File: src/rtl/sys_clk_ctrl_pkg.sv
// sys_clk_ctrl_pkg: mode/state encodings shared by the clock-enable controller and its bench
package sys_clk_ctrl_pkg;

    typedef enum logic [1:0] {
        MODE_RUN   = 2'b00,
        MODE_STEP  = 2'b01,
        MODE_BURST = 2'b10,
        MODE_HALT  = 2'b11
    } mode_e;

    typedef enum logic [1:0] {
        ST_IDLE  = 2'b00,
        ST_RUN   = 2'b01,
        ST_BURST = 2'b10,
        ST_HALT  = 2'b11
    } state_e;

    // STEP and BURST both park in IDLE; BURST leaves it only on a trigger
    function automatic state_e base_state(mode_e m);
        return m == MODE_RUN ? ST_RUN : m == MODE_HALT ? ST_HALT : ST_IDLE;
    endfunction

endpackage

File: src/rtl/sys_clk_ctrl_if.sv
// sys_clk_ctrl_if: host controls in, system enable and status out
interface sys_clk_ctrl_if #(
    parameter int DIV_W   = 16,
    parameter int BURST_W = 8,
    parameter int CNT_W   = 32
);
    import sys_clk_ctrl_pkg::*;

    mode_e              mode;
    logic [DIV_W-1:0]   divisor;
    logic [BURST_W-1:0] burst_len;
    logic               host_step;
    logic               sys_ce;
    logic               busy;
    logic [CNT_W-1:0]   ce_count;
    logic               tick_slow;

    modport master (
        output mode, divisor, burst_len, host_step,
        input  sys_ce, busy, ce_count, tick_slow
    );

    modport slave (
        input  mode, divisor, burst_len, host_step,
        output sys_ce, busy, ce_count, tick_slow
    );

endinterface

File: src/rtl/sys_clk_ctrl_sync_edge.sv
// sync_edge: multi-flop synchronizer followed by a registered one-cycle rising-edge pulse
module sync_edge #(
    parameter int STAGES = 2
) (
    input  logic clk,
    input  logic rst_n,
    input  logic async_i,
    output logic rise_o
);

    logic [STAGES-1:0] sync_q;
    logic              prev_q;
    logic              rise_q;

    always_ff @(posedge clk or negedge rst_n) begin
        if (!rst_n) begin
            sync_q <= '0;
            prev_q <= 1'b0;
            rise_q <= 1'b0;
        end else begin
            sync_q <= {sync_q[STAGES-2:0], async_i};
            prev_q <= sync_q[STAGES-1];
            rise_q <= sync_q[STAGES-1] & ~prev_q;
        end
    end

    assign rise_o = rise_q;

endmodule

File: src/rtl/sys_clk_ctrl.sv
// sys_clk_ctrl: single-clock system enable generator (run / step / burst / halt)
// with a wrapping enable counter and a mode-independent heartbeat tick.
module sys_clk_ctrl
    import sys_clk_ctrl_pkg::*;
#(
    parameter int DIV_W       = 16,
    parameter int BURST_W     = 8,
    parameter int CNT_W       = 32,
    parameter int SYNC_STAGES = 2,
    parameter int TICK_DIV    = 100000000
) (
    input logic           clk,
    input logic           rst_n,
    sys_clk_ctrl_if.slave bus
);

    localparam int              TICK_W    = TICK_DIV > 1 ? $clog2(TICK_DIV) : 1;
    localparam logic [TICK_W-1:0] TICK_LAST = TICK_W'(TICK_DIV - 1);

    mode_e              mode_q;
    state_e             state_q, state_d;
    logic [DIV_W-1:0]   div_q, div_d;
    logic [DIV_W-1:0]   lim_q, lim_d;
    logic [DIV_W-1:0]   div_eff;
    logic [BURST_W-1:0] rem_q, rem_d;
    logic [CNT_W-1:0]   cnt_q, cnt_d;
    logic [TICK_W-1:0]  tcnt_q, tcnt_d;
    logic               ce_q, ce_d;
    logic               tick_q, tick_d;
    logic               step_evt;
    logic               chg;
    logic               div_hit;
    logic               load;
    logic               counting;
    logic               restart;

    sync_edge #(.STAGES(SYNC_STAGES)) u_step_sync (
        .clk     (clk),
        .rst_n   (rst_n),
        .async_i (bus.host_step),
        .rise_o  (step_evt)
    );

    assign div_eff = bus.divisor == '0 ? DIV_W'(1) : bus.divisor;
    assign chg     = bus.mode != mode_q;
    assign div_hit = (state_q == ST_RUN || state_q == ST_BURST) && div_q == lim_q - DIV_W'(1);
    assign load    = !chg && state_q == ST_IDLE && mode_q == MODE_BURST && step_evt
                     && bus.burst_len != '0;

    // Out of reset mode_q holds HALT, so any other mode arrives as a change and starts cleanly
    always_ff @(posedge clk or negedge rst_n) begin
        if (!rst_n) begin
            mode_q  <= MODE_HALT;
            state_q <= ST_HALT;
        end else begin
            mode_q  <= bus.mode;
            state_q <= state_d;
        end
    end

    always_comb begin
        state_d = chg ? base_state(bus.mode)
                : load ? ST_BURST
                : (state_q == ST_BURST && div_hit && rem_q == BURST_W'(1)) ? ST_IDLE
                : state_q;
    end

    // The period limit is latched only at restart so divisor changes land on the next wrap
    always_comb begin
        counting = state_d == ST_RUN || state_d == ST_BURST;
        restart  = div_hit || !counting || state_d != state_q;
        div_d    = restart ? '0 : div_q + DIV_W'(1);
        lim_d    = restart ? div_eff : lim_q;
        rem_d    = chg ? '0
                 : load ? bus.burst_len
                 : (state_q == ST_BURST && div_hit) ? rem_q - BURST_W'(1)
                 : rem_q;
        tcnt_d   = tcnt_q == TICK_LAST ? '0 : tcnt_q + TICK_W'(1);
        tick_d   = tcnt_q == TICK_LAST;
    end

    always_comb begin
        ce_d  = div_hit || (state_q == ST_IDLE && mode_q == MODE_STEP && step_evt);
        cnt_d = cnt_q + CNT_W'(ce_d);
    end

    always_ff @(posedge clk or negedge rst_n) begin
        if (!rst_n) begin
            div_q  <= '0;
            lim_q  <= DIV_W'(1);
            rem_q  <= '0;
            cnt_q  <= '0;
            tcnt_q <= '0;
            ce_q   <= 1'b0;
            tick_q <= 1'b0;
        end else begin
            div_q  <= div_d;
            lim_q  <= lim_d;
            rem_q  <= rem_d;
            cnt_q  <= cnt_d;
            tcnt_q <= tcnt_d;
            ce_q   <= ce_d;
            tick_q <= tick_d;
        end
    end

    assign bus.sys_ce    = ce_q;
    assign bus.busy      = state_q == ST_BURST;
    assign bus.ce_count  = cnt_q;
    assign bus.tick_slow = tick_q;

endmodule
File: src/flat_wrapper.sv
// flat-port wrapper written by rule: the top's interface ports become plain ports
module sys_clk_ctrl_flat import sys_clk_ctrl_pkg::*;
#(
    parameter int DIV_W       = 16,
    parameter int BURST_W     = 8,
    parameter int CNT_W       = 32,
    parameter int SYNC_STAGES = 2,
    parameter int TICK_DIV    = 100000000
)
  (clk, rst_n, bus_mode, bus_divisor, bus_burst_len, bus_host_step, bus_sys_ce, bus_busy, bus_ce_count, bus_tick_slow);
  sys_clk_ctrl_if #(.DIV_W(DIV_W), .BURST_W(BURST_W), .CNT_W(CNT_W)) bus_i ();
  input logic clk;
  input logic rst_n;
  input wire logic [$bits(bus_i.mode)-1:0] bus_mode;
  input wire logic [$bits(bus_i.divisor)-1:0] bus_divisor;
  input wire logic [$bits(bus_i.burst_len)-1:0] bus_burst_len;
  input wire logic [$bits(bus_i.host_step)-1:0] bus_host_step;
  output wire logic [$bits(bus_i.sys_ce)-1:0] bus_sys_ce;
  output wire logic [$bits(bus_i.busy)-1:0] bus_busy;
  output wire logic [$bits(bus_i.ce_count)-1:0] bus_ce_count;
  output wire logic [$bits(bus_i.tick_slow)-1:0] bus_tick_slow;
  assign bus_i.mode = bus_mode;
  assign bus_i.divisor = bus_divisor;
  assign bus_i.burst_len = bus_burst_len;
  assign bus_i.host_step = bus_host_step;
  assign bus_sys_ce = bus_i.sys_ce;
  assign bus_busy = bus_i.busy;
  assign bus_ce_count = bus_i.ce_count;
  assign bus_tick_slow = bus_i.tick_slow;
  sys_clk_ctrl #(.DIV_W(DIV_W), .BURST_W(BURST_W), .CNT_W(CNT_W), .SYNC_STAGES(SYNC_STAGES), .TICK_DIV(TICK_DIV)) u_core (.clk(clk), .rst_n(rst_n), .bus(bus_i));
endmodule
File: config.mk
export PLATFORM = sky130hd
export DESIGN_NAME = sys_clk_ctrl_flat
export DESIGN_NICKNAME = d
export VERILOG_FILES = /design/src/rtl/sys_clk_ctrl_pkg.sv /design/src/rtl/sys_clk_ctrl_if.sv /design/src/rtl/sys_clk_ctrl_sync_edge.sv /design/src/rtl/sys_clk_ctrl.sv /design/src/flat_wrapper.sv
export SDC_FILE = /design/constraint.sdc
export NUM_CORES = 1
export LEC_CHECK = 0
export BUFFER_PORTS_ARGS = -buffer_cell sky130_fd_sc_hd__buf_2
export CELL_PAD_IN_SITES_DETAIL_PLACEMENT = 0
export CELL_PAD_IN_SITES_GLOBAL_PLACEMENT = 1
export CORE_UTILIZATION = 41
export DETAILED_ROUTE_END_ITERATION = 6
export HOLD_SLACK_MARGIN = 0.02
export PLACE_DENSITY = 0.72
export SLEW_MARGIN = 10
export SYNTH_ARGS = -nofsm -noshare
export SYNTH_HDL_FRONTEND = slang
export SYNTH_SLANG_ARGS = --single-unit
export TNS_END_PERCENT = 10
File: constraint.sdc
create_clock -name clk -period 4.8 [get_ports clk]
set_input_delay 0.96 -clock clk [delete_from_list [all_inputs] [get_ports clk]]
set_output_delay 0.96 -clock clk [all_outputs]
set_load 0.01 [all_outputs]
**Yosys cells after proc, flatten, opt, wreduce, memory -nomap -nowiden**

Index checks and enable logic that the tools add are counted.
W data, S select, Z words.

- Register bits: 109
- Output and inout port bits: 35
- Logic and storage cells: 63

- Add/subtract/negate cells: 5
- Equality and inequality tests: 12
- Mux-type cells: 11
- Bitwise operators: 2
- Reduce and logical (&&, ||, !) cells: 21

Operators by type and width:

| cell | number |
|---|---|
| $add A32 B1 Y32 | 1 |
| $mux W16 | 2 |
| $add A27 B1 Y27 const B | 1 |
| $eq A27 B27 Y1 const B | 1 |
| $mux W27 | 1 |
| $mux W8 | 3 |
| $add A16 B1 Y16 const B | 1 |
| $eq A16 B16 Y1 | 1 |
| $logic_not A16 Y1 | 1 |
| $sub A16 B1 Y16 const B | 1 |
| $mux W2 | 5 |
| $logic_and A1 B1 Y1 | 9 |
| $eq A2 B2 Y1 const B | 4 |
| $eq A8 B1 Y1 const B | 1 |
| $reduce_bool A8 Y1 | 1 |
| $sub A8 B1 Y8 const B | 1 |
| $eq A2 B1 Y1 const B | 3 |
| $logic_or A1 B1 Y1 | 5 |
| $logic_not A2 Y1 | 2 |
| $ne A2 B2 Y1 | 2 |
| $reduce_bool A3 Y1 | 1 |
| $logic_not A1 Y1 | 2 |
| $and A1 B1 Y1 | 1 |
| $not A1 Y1 | 1 |

**Logic depth before layout (Yosys ltp)**

- Word-level depth: 14
- Mapped depth: 20
- Gate-level depth less buffers: 18

**By module**

Synthesis repeated with hierarchy kept, for this count alone.

- Cells, all modules: 553
- Area, all modules: 5619.1 um^2

By module, submodules not included:

| module | instances | cells an instance | area each (um^2) | sequential area each (um^2) |
|---|---|---|---|---|
| sys_clk_ctrl | 1 | 548 | 5505.3 | 2633.8 |
| sync_edge | 1 | 5 | 113.9 | 100.1 |

**Least setup slack after synthesis**

No wires, ideal clock.

- Path kind: register -> register
- Start point: register u_core.lim_q[1]
- End point: register u_core.cnt_q[28] (netlist: u_core.bus.ce_count[28])
- Setup time: 0.126 ns
- Data arrival time: 4.356 ns
- Required time: 4.674 ns
- Slack: 0.318 ns
- Stages on the path, launching flop included: 21
- Path buffers: 2
- Clock period less this slack: 4.482 ns
- Cell sequence: dfrtp_1 > inv_1 > ha_1 > or4b_1 > clkbuf_1 > a2111oi_0 > a31o_2 > nand3b_1 > a2111oi_4 > buf_4 > nand2_1 > o21ai_0 > ha_1 > ha_1 > and3_1 > nor2b_1 > and3_1 > nor2b_1 > and4_1 > nand4_1 > xnor2_1

- Longest elaborated chain between the ends: 5

Ends and longest elaborated chain:

| what | line | source |
|---|---|---|
| start, declared | sys_clk_ctrl.sv:23 | `logic [DIV_W-1:0] lim_q, lim_d;` |
| start signal, assigned | sys_clk_ctrl.sv:98 | `lim_q <= lim_d;` |
| $sub A16 B1 Y16 | sys_clk_ctrl.sv:46 | `assign div_hit = (state_q == ST_RUN \|\| state_q == ST_BURST) && div_q == lim_q - DIV_W'(1);` |
| $eq A16 B16 Y1 | sys_clk_ctrl.sv:46 |  |
| $logic_and A1 B1 Y1 | sys_clk_ctrl.sv:46 |  |
| $logic_or A1 B1 Y1 | sys_clk_ctrl.sv:83 | `ce_d = div_hit \|\| (state_q == ST_IDLE && mode_q == MODE_STEP && step_evt);` |
| named net u_core.ce_d | sys_clk_ctrl.sv:28 | `logic ce_q, ce_d;` |
| $add A32 B1 Y32 | sys_clk_ctrl.sv:84 | `cnt_d = cnt_q + CNT_W'(ce_d);` |
| named net u_core.cnt_d[28] | sys_clk_ctrl.sv:26 | `logic [CNT_W-1:0] cnt_q, cnt_d;` |
| end signal, assigned | sys_clk_ctrl.sv:100 | `cnt_q <= cnt_d;` |
| end, declared | sys_clk_ctrl.sv:26 |  |

The timed path passes the listed nets, and every way through them passes these cells.
A chain may end at the register's enable or synchronous reset.

**Worst setup path in the final report**

Ends and elaborated chain as after synthesis.

==> key figures <==
Run status
  • Outcome: finished, final reports clean

Floorplanning
  • Ports: 64
  • Row cnt: 41
  • Chip width: 117.2 microns
  • Core ar.: 12770 sq um
  • Die Y: 117.2 microns
  • Full die area: 13730 sq um
  • Initial Utilization: 42.57%

Timing
  • Fin. max-slew vios: 0
  • TNS Setup: 0 ns
  • Final worst path period share: 92.36%
  • Max frequency: 0.2256 GHz
  • Final setup margin: 0.3669 ns
  • Worst-Margin Slew: 0.8209 ns
  • Final Hold Viols: 0
  • Final setup viols: 0
  • Min Tclk post-route: 4.433 ns
  • Max_slew headroom: 45.28%
  • Worst Clk Skew: 0.01311 ns

Global route
  • Aggregate global-route resource usage: 17.52%
  • Initial antenna violation count: 0
  • M3 GR Usage: 5.304%
  • First-pass GRT wire length: 18370 microns
  • Met1 GRT Util: 23.44%
  • GR Util met2: 28.04%
  • Vias in the first global route: 3921
  • Busiest layer in global routing: met2
  • Gr ovfl total: 0
  • Pin count of the biggest net entering global routing: 66

Detailed routing
  • Routed vias: 4056
  • Pre-antenna DRT Iters: 7
  • Via-to-Cell Ratio: 5.213
  • Wirelength per Cell: 14.41 microns
  • Remaining antenna violation count: 0
  • Post-Route WL: 11210 microns
  • # DRC: 0
  • DR iter-0 viols: 219

Power and ir drop
  • Leakage: 2.789 nW
  • Peak supply drop: 0.1905 mV
  • Pwr Total: 2.025 mW
  • Power Dens Cells: 321.4 nW/um^2

Synthesis
  • Most frequent cells after synthesis: dfrtp_1 (104), nor2_1 (58), xnor2_1 (56)
  • Mapped Area: 5438 sq um
  • Fraction of registers with async set/reset: 100.0%
  • Sequential area share after synthesis: 50.28%
  • Area contributors post-synth: dfrtp_1 (48%), xnor2_1 (9.0%), xor2_1 (6.0%)
  • Synth Flop Type: dfrtp_1
  • Post-synth top area share: 47.86%
  • Post-synth net total: 568
  • Syn. warnings: 0
  • Most frequent cell after synthesis: dfrtp_1
  • Avg Cell Area, Syn: 10.28 sq um
  • Yosys cell types: 54
  • EDFF count, synth: 0
  • Area leader, netlist: dfrtp_1
  • #FFs+latches synth: 109
  • Gate Count Post-Synth: 529

Clock network
  • Worst-skew pair later-pin latency: 0.35 ns
  • Htree depth: 3
  • Total CTS buffers: 9
  • CTS tree: built
  • CTS Root Cell: clkbuf_16
  • Clock sink count: 109
  • Clock Pin Slew Worst Setup and Hold Paths: 0.08 ns
  • CTS Buffer Depth: 2
  • Number of hold buffers added after cts: 0

Placed design
  • Detailed Place HPWL: 8029 microns
  • Final GP Congestion: 0.8174
  • Placed Cells: 762
  • Port Buffers: 63
  • Pre-CTS WS: 0.1866 ns

Final layout
  • Synthesis-to-finish area growth: 15.85%
  • Multi-input logic area: 2600 sq um
  • Layout cells sized above 1: 17.99%
  • Non-filler cells, final: 778
  • Diodes inserted: 0
  • Final Util: 49.32%
  • Nets: 641
  • Sequential cell area: 2734 sq um
  • Number of fill cells: 1191

Worst setup path
  • Critical path launch point type: register
  • Crit Path Max Fanout: 5
  • R2R setup slack: 0.37 ns
  • Reg2reg path depth: 18
  • Worst r2r src: u_core.lim_q[1]
  • WP data required: 5.04 ns
  • RR Endpoint: u_core.bus.ce_count[28]
  • Crit Path Class: register to register
  • CP startpoint: u_core.lim_q[1]
  • Worst Path Arrival: 4.68 ns
  • Worst setup EP type: register

Min path
  • Hold path depth: 0
  • Worst Hold End: u_core.u_step_sync.sync_q[1]
  • Worst hold-check path type: register to register
  • Worst Hold Launch: u_core.u_step_sync.sync_q[0]

Flow run
  • Count of max-cap constraint violations: 0
[stage by stage]
stage                     area (sq um)  hold WS (ns)
after floorplan                   5438        0.3312
after global placement            5978        0.3343
after detailed placement          5978        0.3426
after CTS                         6284        0.3599
after global routing              6300        0.3673
final                             6300        0.3555
[cell usage in the layout, fill, tap and decap left out, drive strengths merged, types with 3 or more instances in the layout]
master / synthesis / layout
and4: 6 / 6
inv: 14 / 17
nand4: 19 / 19
nor4: 11 / 11
and2: 3 / 3
xor2: 37 / 37
buf: 6 / 73
nor3: 9 / 9
nor2: 58 / 58
nand3: 37 / 37
mux2: 12 / 12
or4: 4 / 4
ha: 10 / 10
o21ai: 20 / 20
xnor2: 56 / 56
a31oi: 3 / 3
nor2b: 8 / 8
dfrtp: 104 / 104
nand2: 47 / 47
or3: 5 / 5
dfstp: 5 / 5
and3: 7 / 7
a21oi: 9 / 9
a41oi: 3 / 3
clkbuf: 5 / 10
[logic make-up (layout without fill, tap and decap cells)]
logic type	after synthesis	in the layout	share of synthesized area, %
AOI/OAI and AO/OA	51	51	6.397
xor gates and xnor gates	93	93	14.98
adders and majority gates	10	10	2.301
buffers and inverters	25	102	2.186
DFF	109	109	50.28
muxes	12	12	2.485
and+or+nand+nor	229	229	21.38
[sequential cells by signal, summed over array words and instances, names as in the netlist, 2 cells and up]
signal and flops:
u_core.bus.ce_count 32, u_core.tcnt_q 27, u_core.div_q 16, u_core.lim_q 16, u_core.rem_q 8, u_core.mode_q 2
u_core.state_q 2, u_core.u_step_sync.sync_q 2
[critical path, cell delays in order, from the launching register on]
cell	delay, ns
dfrtp_1	0.41
inv_1	0.08
ha_1	0.21
or4b_4	0.53
a2111oi_0	0.35
a31o_2	0.16
nand3b_1	0.11
a2111oi_4	0.38
nand2_1	0.14
o21ai_0	0.15
ha_2	0.26
ha_1	0.23
and3_1	0.20
nor2b_1	0.16
and3_1	0.22
nor2b_2	0.20
and4_1	0.26
nand4_1	0.12
xnor2_1	0.14
[final cells by class]
| type | instances | share of cell area [%] |
|---|---|---|
| clock buffer | 10 | 3.793 |
| clock inverter | 5 | 1.053 |
| inverter | 14 | 0.8342 |
| multi-input combinational | 395 | 41.27 |
| sequential | 109 | 43.40 |
| tap | 172 | 3.416 |
| timing repair buffer | 73 | 6.236 |
[per-layer routing]
metal	wire (microns)	vias to the layer above
met4	92	0
li1	-	1985
met3	461	6
met2	5268	58
met1	5387	2007
met5	0	-
[how the worst max path moves through the flow]
stage	to	depth (start not counted)
final	u_core.bus.ce_count[28]	18
after global placement	u_core.bus.ce_count[28]	18
after CTS	u_core.bus.ce_count[28]	18
after floorplan	u_core.bus.ce_count[28]	20
after global routing	u_core.bus.ce_count[28]	18
after detailed placement	u_core.bus.ce_count[28]	18
[power breakdown]
part | internal, mW | switching, mW
Sequential | 0.964 | 0.0553
Clock | 0.424 | 0.347
Combinational | 0.101 | 0.134
[what timing repair did]
item                                    in CTS  in global routing
endpoints found under the setup margin       0                  3
setup buffers                                0                  1
gates resized for setup                      0                  3
No activity file was read; power rests on OpenSTA's default activity.
